===== config.mk =====
export PLATFORM = sky130hd
export DESIGN_NAME = avmm_bus_arbiter
export DESIGN_NICKNAME = d
export VERILOG_FILES = /design/src/rtl/avmm_bus_arbiter.sv
export SDC_FILE = /design/constraint.sdc
export NUM_CORES = 1
export LEC_CHECK = 0
export ABC_AREA = 1
export CORE_AREA = 2 2 130 132
export CTS_CLUSTER_DIAMETER = 80
export DETAILED_ROUTE_END_ITERATION = 8
export DIE_AREA = 0 0 132 134
export HOLD_SLACK_MARGIN = 0.05
export SYNTH_ARGS = -nofsm -noshare
export SYNTH_HDL_FRONTEND = slang
export SYNTH_SLANG_ARGS = --single-unit
export TNS_END_PERCENT = 5

===== constraint.sdc =====
create_clock -name clk -period 4.64 [get_ports clk]
set_input_delay 0.928 -clock clk [delete_from_list [all_inputs] [get_ports clk]]
set_output_delay 0.928 -clock clk [all_outputs]
set_load 0.01 [all_outputs]

===== src/rtl/avmm_bus_arbiter.sv =====
// Two-master, one-slave Avalon-MM arbiter with round-robin grant.
// The grant is held from command phase through the last response, so only one transaction is ever outstanding.
module avmm_bus_arbiter #(
    parameter int ADDR_W  = 30,
    parameter int DATA_W  = 32,
    parameter int BURST_W = 5
) (
    input  logic               clk,
    input  logic               rst_n,
    input  logic [ADDR_W-1:0]  m0_address,
    input  logic               m0_read,
    input  logic               m0_write,
    input  logic [BURST_W-1:0] m0_burstcount,
    input  logic [3:0]         m0_byteenable,
    input  logic [DATA_W-1:0]  m0_writedata,
    output logic               m0_waitrequest,
    output logic [DATA_W-1:0]  m0_readdata,
    output logic               m0_readdatavalid,
    output logic               m0_writeresponsevalid,
    output logic [1:0]         m0_response,
    input  logic [ADDR_W-1:0]  m1_address,
    input  logic               m1_read,
    input  logic               m1_write,
    input  logic [BURST_W-1:0] m1_burstcount,
    input  logic [3:0]         m1_byteenable,
    input  logic [DATA_W-1:0]  m1_writedata,
    output logic               m1_waitrequest,
    output logic [DATA_W-1:0]  m1_readdata,
    output logic               m1_readdatavalid,
    output logic               m1_writeresponsevalid,
    output logic [1:0]         m1_response,
    output logic [ADDR_W-1:0]  s_address,
    output logic               s_read,
    output logic               s_write,
    output logic [BURST_W-1:0] s_burstcount,
    output logic [3:0]         s_byteenable,
    output logic [DATA_W-1:0]  s_writedata,
    input  logic               s_waitrequest,
    input  logic [DATA_W-1:0]  s_readdata,
    input  logic               s_readdatavalid,
    input  logic               s_writeresponsevalid,
    input  logic [1:0]         s_response,
    output logic [1:0]         owner
);

    typedef enum logic [1:0] {
        IDLE = 2'd0,
        CMD  = 2'd1,
        RESP = 2'd2
    } state_t;

    function automatic logic [BURST_W-1:0] sat_dec(input logic [BURST_W-1:0] v);
        sat_dec = (v == '0) ? '0 : v - BURST_W'(1);
    endfunction

    state_t             state_q, state_d;
    logic [1:0]         owner_q, owner_d;
    logic               last_grant_q, last_grant_d;
    logic [BURST_W-1:0] beat_q, beat_d;
    logic [BURST_W-1:0] outst_q, outst_d;
    logic               started_q, started_d;
    logic               is_wr_q, is_wr_d;

    logic               sel1_s, cmd_s, resp_s;
    logic               own_read_s, own_write_s, resp_dec_s;
    logic [BURST_W-1:0] own_bc_s, own_bc_eff_s, wr_cnt_s;

    assign sel1_s       = owner_q[1];
    assign cmd_s        = (state_q == CMD);
    assign resp_s       = (state_q == RESP);
    assign own_read_s   = sel1_s ? m1_read : m0_read;
    assign own_write_s  = sel1_s ? m1_write : m0_write;
    assign own_bc_s     = sel1_s ? m1_burstcount : m0_burstcount;
    assign own_bc_eff_s = (own_bc_s == '0) ? BURST_W'(1) : own_bc_s;
    // Beats still due before this accept: the full burst on the first beat, the running count after.
    assign wr_cnt_s     = started_q ? beat_q : own_bc_eff_s;
    assign resp_dec_s   = is_wr_q ? s_writeresponsevalid : s_readdatavalid;

    assign s_read       = cmd_s & own_read_s;
    assign s_write      = cmd_s & own_write_s;
    assign s_address    = cmd_s ? (sel1_s ? m1_address : m0_address) : '0;
    assign s_burstcount = cmd_s ? own_bc_s : '0;
    assign s_byteenable = cmd_s ? (sel1_s ? m1_byteenable : m0_byteenable) : 4'b0000;
    assign s_writedata  = cmd_s ? (sel1_s ? m1_writedata : m0_writedata) : '0;

    assign m0_waitrequest = (cmd_s & owner_q[0]) ? s_waitrequest : 1'b1;
    assign m1_waitrequest = (cmd_s & owner_q[1]) ? s_waitrequest : 1'b1;

    // Responses outside RESP are strays and never reach a master.
    assign m0_readdata           = (resp_s & owner_q[0]) ? s_readdata : '0;
    assign m0_readdatavalid      = resp_s & owner_q[0] & s_readdatavalid;
    assign m0_writeresponsevalid = resp_s & owner_q[0] & s_writeresponsevalid;
    assign m0_response           = (resp_s & owner_q[0]) ? s_response : 2'b00;
    assign m1_readdata           = (resp_s & owner_q[1]) ? s_readdata : '0;
    assign m1_readdatavalid      = resp_s & owner_q[1] & s_readdatavalid;
    assign m1_writeresponsevalid = resp_s & owner_q[1] & s_writeresponsevalid;
    assign m1_response           = (resp_s & owner_q[1]) ? s_response : 2'b00;

    assign owner = owner_q;

    // Next-state logic for arbitration, command tracking and response counting.
    always_comb begin
        state_d      = state_q;
        owner_d      = owner_q;
        last_grant_d = last_grant_q;
        beat_d       = beat_q;
        outst_d      = outst_q;
        started_d    = started_q;
        is_wr_d      = is_wr_q;
        case (state_q)
            IDLE: begin
                started_d = 1'b0;
                if ((m0_read | m0_write) && (m1_read | m1_write)) begin
                    owner_d = last_grant_q ? 2'b01 : 2'b10;
                    state_d = CMD;
                end else if (m0_read | m0_write) begin
                    owner_d = 2'b01;
                    state_d = CMD;
                end else if (m1_read | m1_write) begin
                    owner_d = 2'b10;
                    state_d = CMD;
                end else begin
                    owner_d = 2'b00;
                end
            end
            CMD: begin
                if (!started_q && !own_read_s && !own_write_s) begin
                    last_grant_d = sel1_s;
                    owner_d      = 2'b00;
                    state_d      = IDLE;
                end else if (!started_q && own_read_s && !s_waitrequest) begin
                    is_wr_d = 1'b0;
                    outst_d = own_bc_eff_s;
                    state_d = RESP;
                end else if (own_write_s && !s_waitrequest) begin
                    is_wr_d   = 1'b1;
                    started_d = 1'b1;
                    beat_d    = sat_dec(wr_cnt_s);
                    if (wr_cnt_s <= BURST_W'(1)) begin
                        outst_d = BURST_W'(1);
                        state_d = RESP;
                    end else begin
                        state_d = CMD;
                    end
                end else begin
                    state_d = CMD;
                end
            end
            RESP: begin
                if (resp_dec_s) begin
                    outst_d = sat_dec(outst_q);
                    if (outst_q <= BURST_W'(1)) begin
                        last_grant_d = sel1_s;
                        owner_d      = 2'b00;
                        state_d      = IDLE;
                    end else begin
                        state_d = RESP;
                    end
                end else begin
                    state_d = RESP;
                end
            end
            default: begin
                owner_d = 2'b00;
                state_d = IDLE;
            end
        endcase
    end

    // State registers with synchronous active-low reset.
    always_ff @(posedge clk) begin
        if (!rst_n) begin
            state_q      <= IDLE;
            owner_q      <= 2'b00;
            last_grant_q <= 1'b1;
            beat_q       <= '0;
            outst_q      <= '0;
            started_q    <= 1'b0;
            is_wr_q      <= 1'b0;
        end else begin
            state_q      <= state_d;
            owner_q      <= owner_d;
            last_grant_q <= last_grant_d;
            beat_q       <= beat_d;
            outst_q      <= outst_d;
            started_q    <= started_d;
            is_wr_q      <= is_wr_d;
        end
    end

endmodule


==> impl_metrics.env <==
export IMPL_run_status="finished, final reports clean"
export IMPL_worst_pin_slew_ns=0.944
export IMPL_final_layout_size_suffix_gt1_share_pct=4.18
export IMPL_worstPathRequired_ns=3.71
export IMPL_post_place_cells=1078
export IMPL_synth_area_leaders="nand2_1 25%, a21oi_1 16%, nor2_1 13%"
export IMPL_drv_cap=0
export IMPL_grt_pass1_vias=4311
export IMPL_share_of_yosys_cell_area_claimed_by_the_top_area_cell_type_pct=25.3
export IMPL_ys_warn_count=0
export IMPL_drtPass1Iterations=5
export IMPL_area_delta_synth_final_pct=132
export IMPL_postSynthCellCount=552
export IMPL_hold_path_endpoint="beat_q[3]"
export IMPL_flops_latches_synth=17
export IMPL_type_of_element_launching_the_critical_path="register"
export IMPL_synth_edff_count=0
export IMPL_viasPerCell=4.13
export IMPL_num_clock_sinks=17
export IMPL_hp_class="reg -> reg"
export IMPL_hold_start="beat_q[3]"
export IMPL_postSynthAreaPerCell_sq_um=4.95
export IMPL_fp_dieArea_sq_mm=0.0177
export IMPL_post_route_period_util_pct=78.5
export IMPL_cp_data_arrival_time_ns=2.72
export IMPL_utilization_pct=38.9
export IMPL_synth_most_common_cell="nand2_1"
export IMPL_routed_antenna_nets=0
export IMPL_drt_drc_violations_left=0
export IMPL_synth_seq_area_share_pct=12.4
export IMPL_overflow=0
export IMPL_timing_reg2reg_setup_slack_ns=1.98
export IMPL_synth_area_sq_mm=0.00274
export IMPL_wirelength_mm=14.8
export IMPL_setup_worst_path_end_class="output pin"
export IMPL_detailedRoute_firstIterationViolations=180
export IMPL_clk_pin_slew_worst_paths_ns=0.06
export IMPL_track_usage_pct=15.5
export IMPL_dieHeight_um=134
export IMPL_post_synth_num_cell_types=37
export IMPL_finalNonFillerCells=1082
export IMPL_buffer_ports_inserted=333
export IMPL_latest_clock_arrival_within_the_worst_skew_pair_ns=0.26
export IMPL_regToRegEndpoint="state_q[1]"
export IMPL_slew_limit_headroom_pct=37.0
export IMPL_htree_levels=1
export IMPL_dr_total_vias=4465
export IMPL_period_needed_ns=3.64
export IMPL_start_util_pct=16.8
export IMPL_tritoncts_clock_tree="yes"
export IMPL_achievable_frequency_mhz=274
export IMPL_place_congestion=0.895
export IMPL_hold_path_cell_count=2
export IMPL_synth_main_ff_cell="dfxtp_1"
export IMPL_synth_common_cells="184 x nand2_1, 95 x nor2_1, 86 x a21oi_1"
export IMPL_antenna_found_initial=0
export IMPL_syn_num_nets=741
export IMPL_cts_hold_buffers=0
export IMPL_timing_worst_setup_path_type="reg -> out"
export IMPL_asyncSetResetFlopFracSynth_pct=0
export IMPL_core_region_area_sq_mm=0.0163
export IMPL_timing_hold_violations_final=0
export IMPL_num_nets_final=1052
export IMPL_post_cts_setup_bufs=0
export IMPL_p_leak_nw=2.69
export IMPL_clock_tree_buffer_depth=2
export IMPL_rr_worst_depth=15
export IMPL_worstReg2RegStart="owner[1]"
export IMPL_fin_skew_ns=0.00341
export IMPL_yosysTopAreaCell="nand2_1"
export IMPL_cts_buffer_count=3
export IMPL_drt_wirelength_per_cell_um=13.7
export IMPL_rsz0062_at_grt="false"
export IMPL_power_total_mw=1.02
export IMPL_ctsResizeCount=0
export IMPL_largest_net_degree_at_the_start_of_global_routing=73
export IMPL_insertedDiodeCount=0
export IMPL_wire_length_of_the_first_global_routing_pass_mm=22.5
export IMPL_vdd_drop_max_mv=0.109
export IMPL_power_per_cell_area_mw_per_mm2=161
export IMPL_peak_fanout_along_the_critical_path=50
export IMPL_clockRootBuffer="clkbuf_16"
export IMPL_horiz_die_dim_um=132
export IMPL_io_pin_count=334
export IMPL_drv_slew=0
export IMPL_core_rowCount=47
export IMPL_setup_tns_ns=0
export IMPL_setup_viol=0
export IMPL_post_dp_hpwl_mm=12.1
==> registers in the layout, indices dropped and copies added (netlist names) <==
| signal | count |
|---|---|
| beat_q | 5 |
| outst_q | 5 |
| started_q | 1 |
| state_q | 2 |
| last_grant_q | 1 |
| owner | 2 |
| is_wr_q | 1 |
==> cells in the final DEF, fill, tap and decap left out, types with 2 or more instances in the layout <==
cell | synthesis | routed
a21oi_1 | 86 | 86
a22oi_1 | 2 | 2
buf_4 | 1 | 3
clkbuf_16 | 0 | 3
clkdlybuf4s50_1 | 0 | 333
dfxtp_1 | 17 | 16
ha_1 | 4 | 4
inv_1 | 64 | 63
inv_2 | 3 | 4
inv_4 | 2 | 2
nand2_1 | 184 | 184
nand2_2 | 5 | 5
nand2_4 | 2 | 2
nand3_1 | 11 | 11
nand3_4 | 2 | 2
nand4_1 | 6 | 6
nor2_1 | 95 | 95
nor2_2 | 3 | 3
nor2_4 | 2 | 2
nor3_1 | 2 | 2
o211ai_1 | 2 | 2
o21ai_0 | 5 | 5
o21ai_1 | 8 | 8
o21ai_2 | 2 | 2
xor2_1 | 2 | 2
==> metrics by stage <==
stage,instance area [sq um],setup WS (ns),hold slack [ns]
2_1_floorplan,2740,2.28,0.441
3_3_place_gp,6250,1.29,0.448
3_5_place_dp,6250,1.24,0.466
4_1_cts,6330,0.927,0.475
5_1_grt,6330,0.737,0.491
6_report,6330,0.996,0.468
==> layout make-up <==
type	count	area [sq um]
clock buffers	3	75.1
inverters	70	268
flip-flops and latches	17	342
repair buffers	337	3380
multi-input cells	434	1990
fillers	1778	9960
clock inverters	1	5.00
well taps	220	275
==> power by group <==
| part | total, mW | switching (mW) | internal [mW] | leakage, nW |
|---|---|---|---|---|
| clock | 0.183 | 0.0671 | 0.116 | 0.0409 |
| combinational | 0.658 | 0.311 | 0.347 | 2.51 |
| sequential | 0.178 | 0.0177 | 0.161 | 0.140 |
==> critical path, cell delays in order (launching register included) <==
cell             delay [ns]
dfxtp_1                0.41
inv_1                  0.08
nor2_1                 0.33
inv_2                  0.46
buf_4                  0.38
a21oi_1                0.17
clkdlybuf4s50_1        0.61
==> routing by layer <==
metal	GRT usage (%)	vias up	part of all wire [%]
met1	17.4	1901	39
met4	3.26	0	2.2
met5	0	-	0
met3	4.69	21	8.6
li1	-	2336	-
met2	28.7	207	50
==> cell families (layout without fill, tap and decap cells) <==
kind of cell / count (synthesis) / count (layout) / share of synthesized area [%]
buf+inv: 101 / 411 / 14.7
flops: 17 / 17 / 12.4
xor+xnor: 2 / 2 / 0.641
compound gates: 110 / 110 / 22.0
fa+ha+maj: 4 / 4 / 1.83
simple gates: 318 / 318 / 48.4
==> worst max-delay path by stage <==
stage / from / end / slack [ns] / depth (start not counted)
after floorplan: owner[1] / s_writedata[10] / 2.28 / 6
after global routing: state_q[0] / s_address[4] / 0.74 / 6
after CTS: state_q[0] / s_address[4] / 0.93 / 6
after detailed placement: state_q[0] / s_address[4] / 1.24 / 6
after global placement: m1_read / s_read / 1.29 / 6
final: state_q[0] / s_address[4] / 1.0 / 6
No activity file was read; power rests on OpenSTA's default activity.
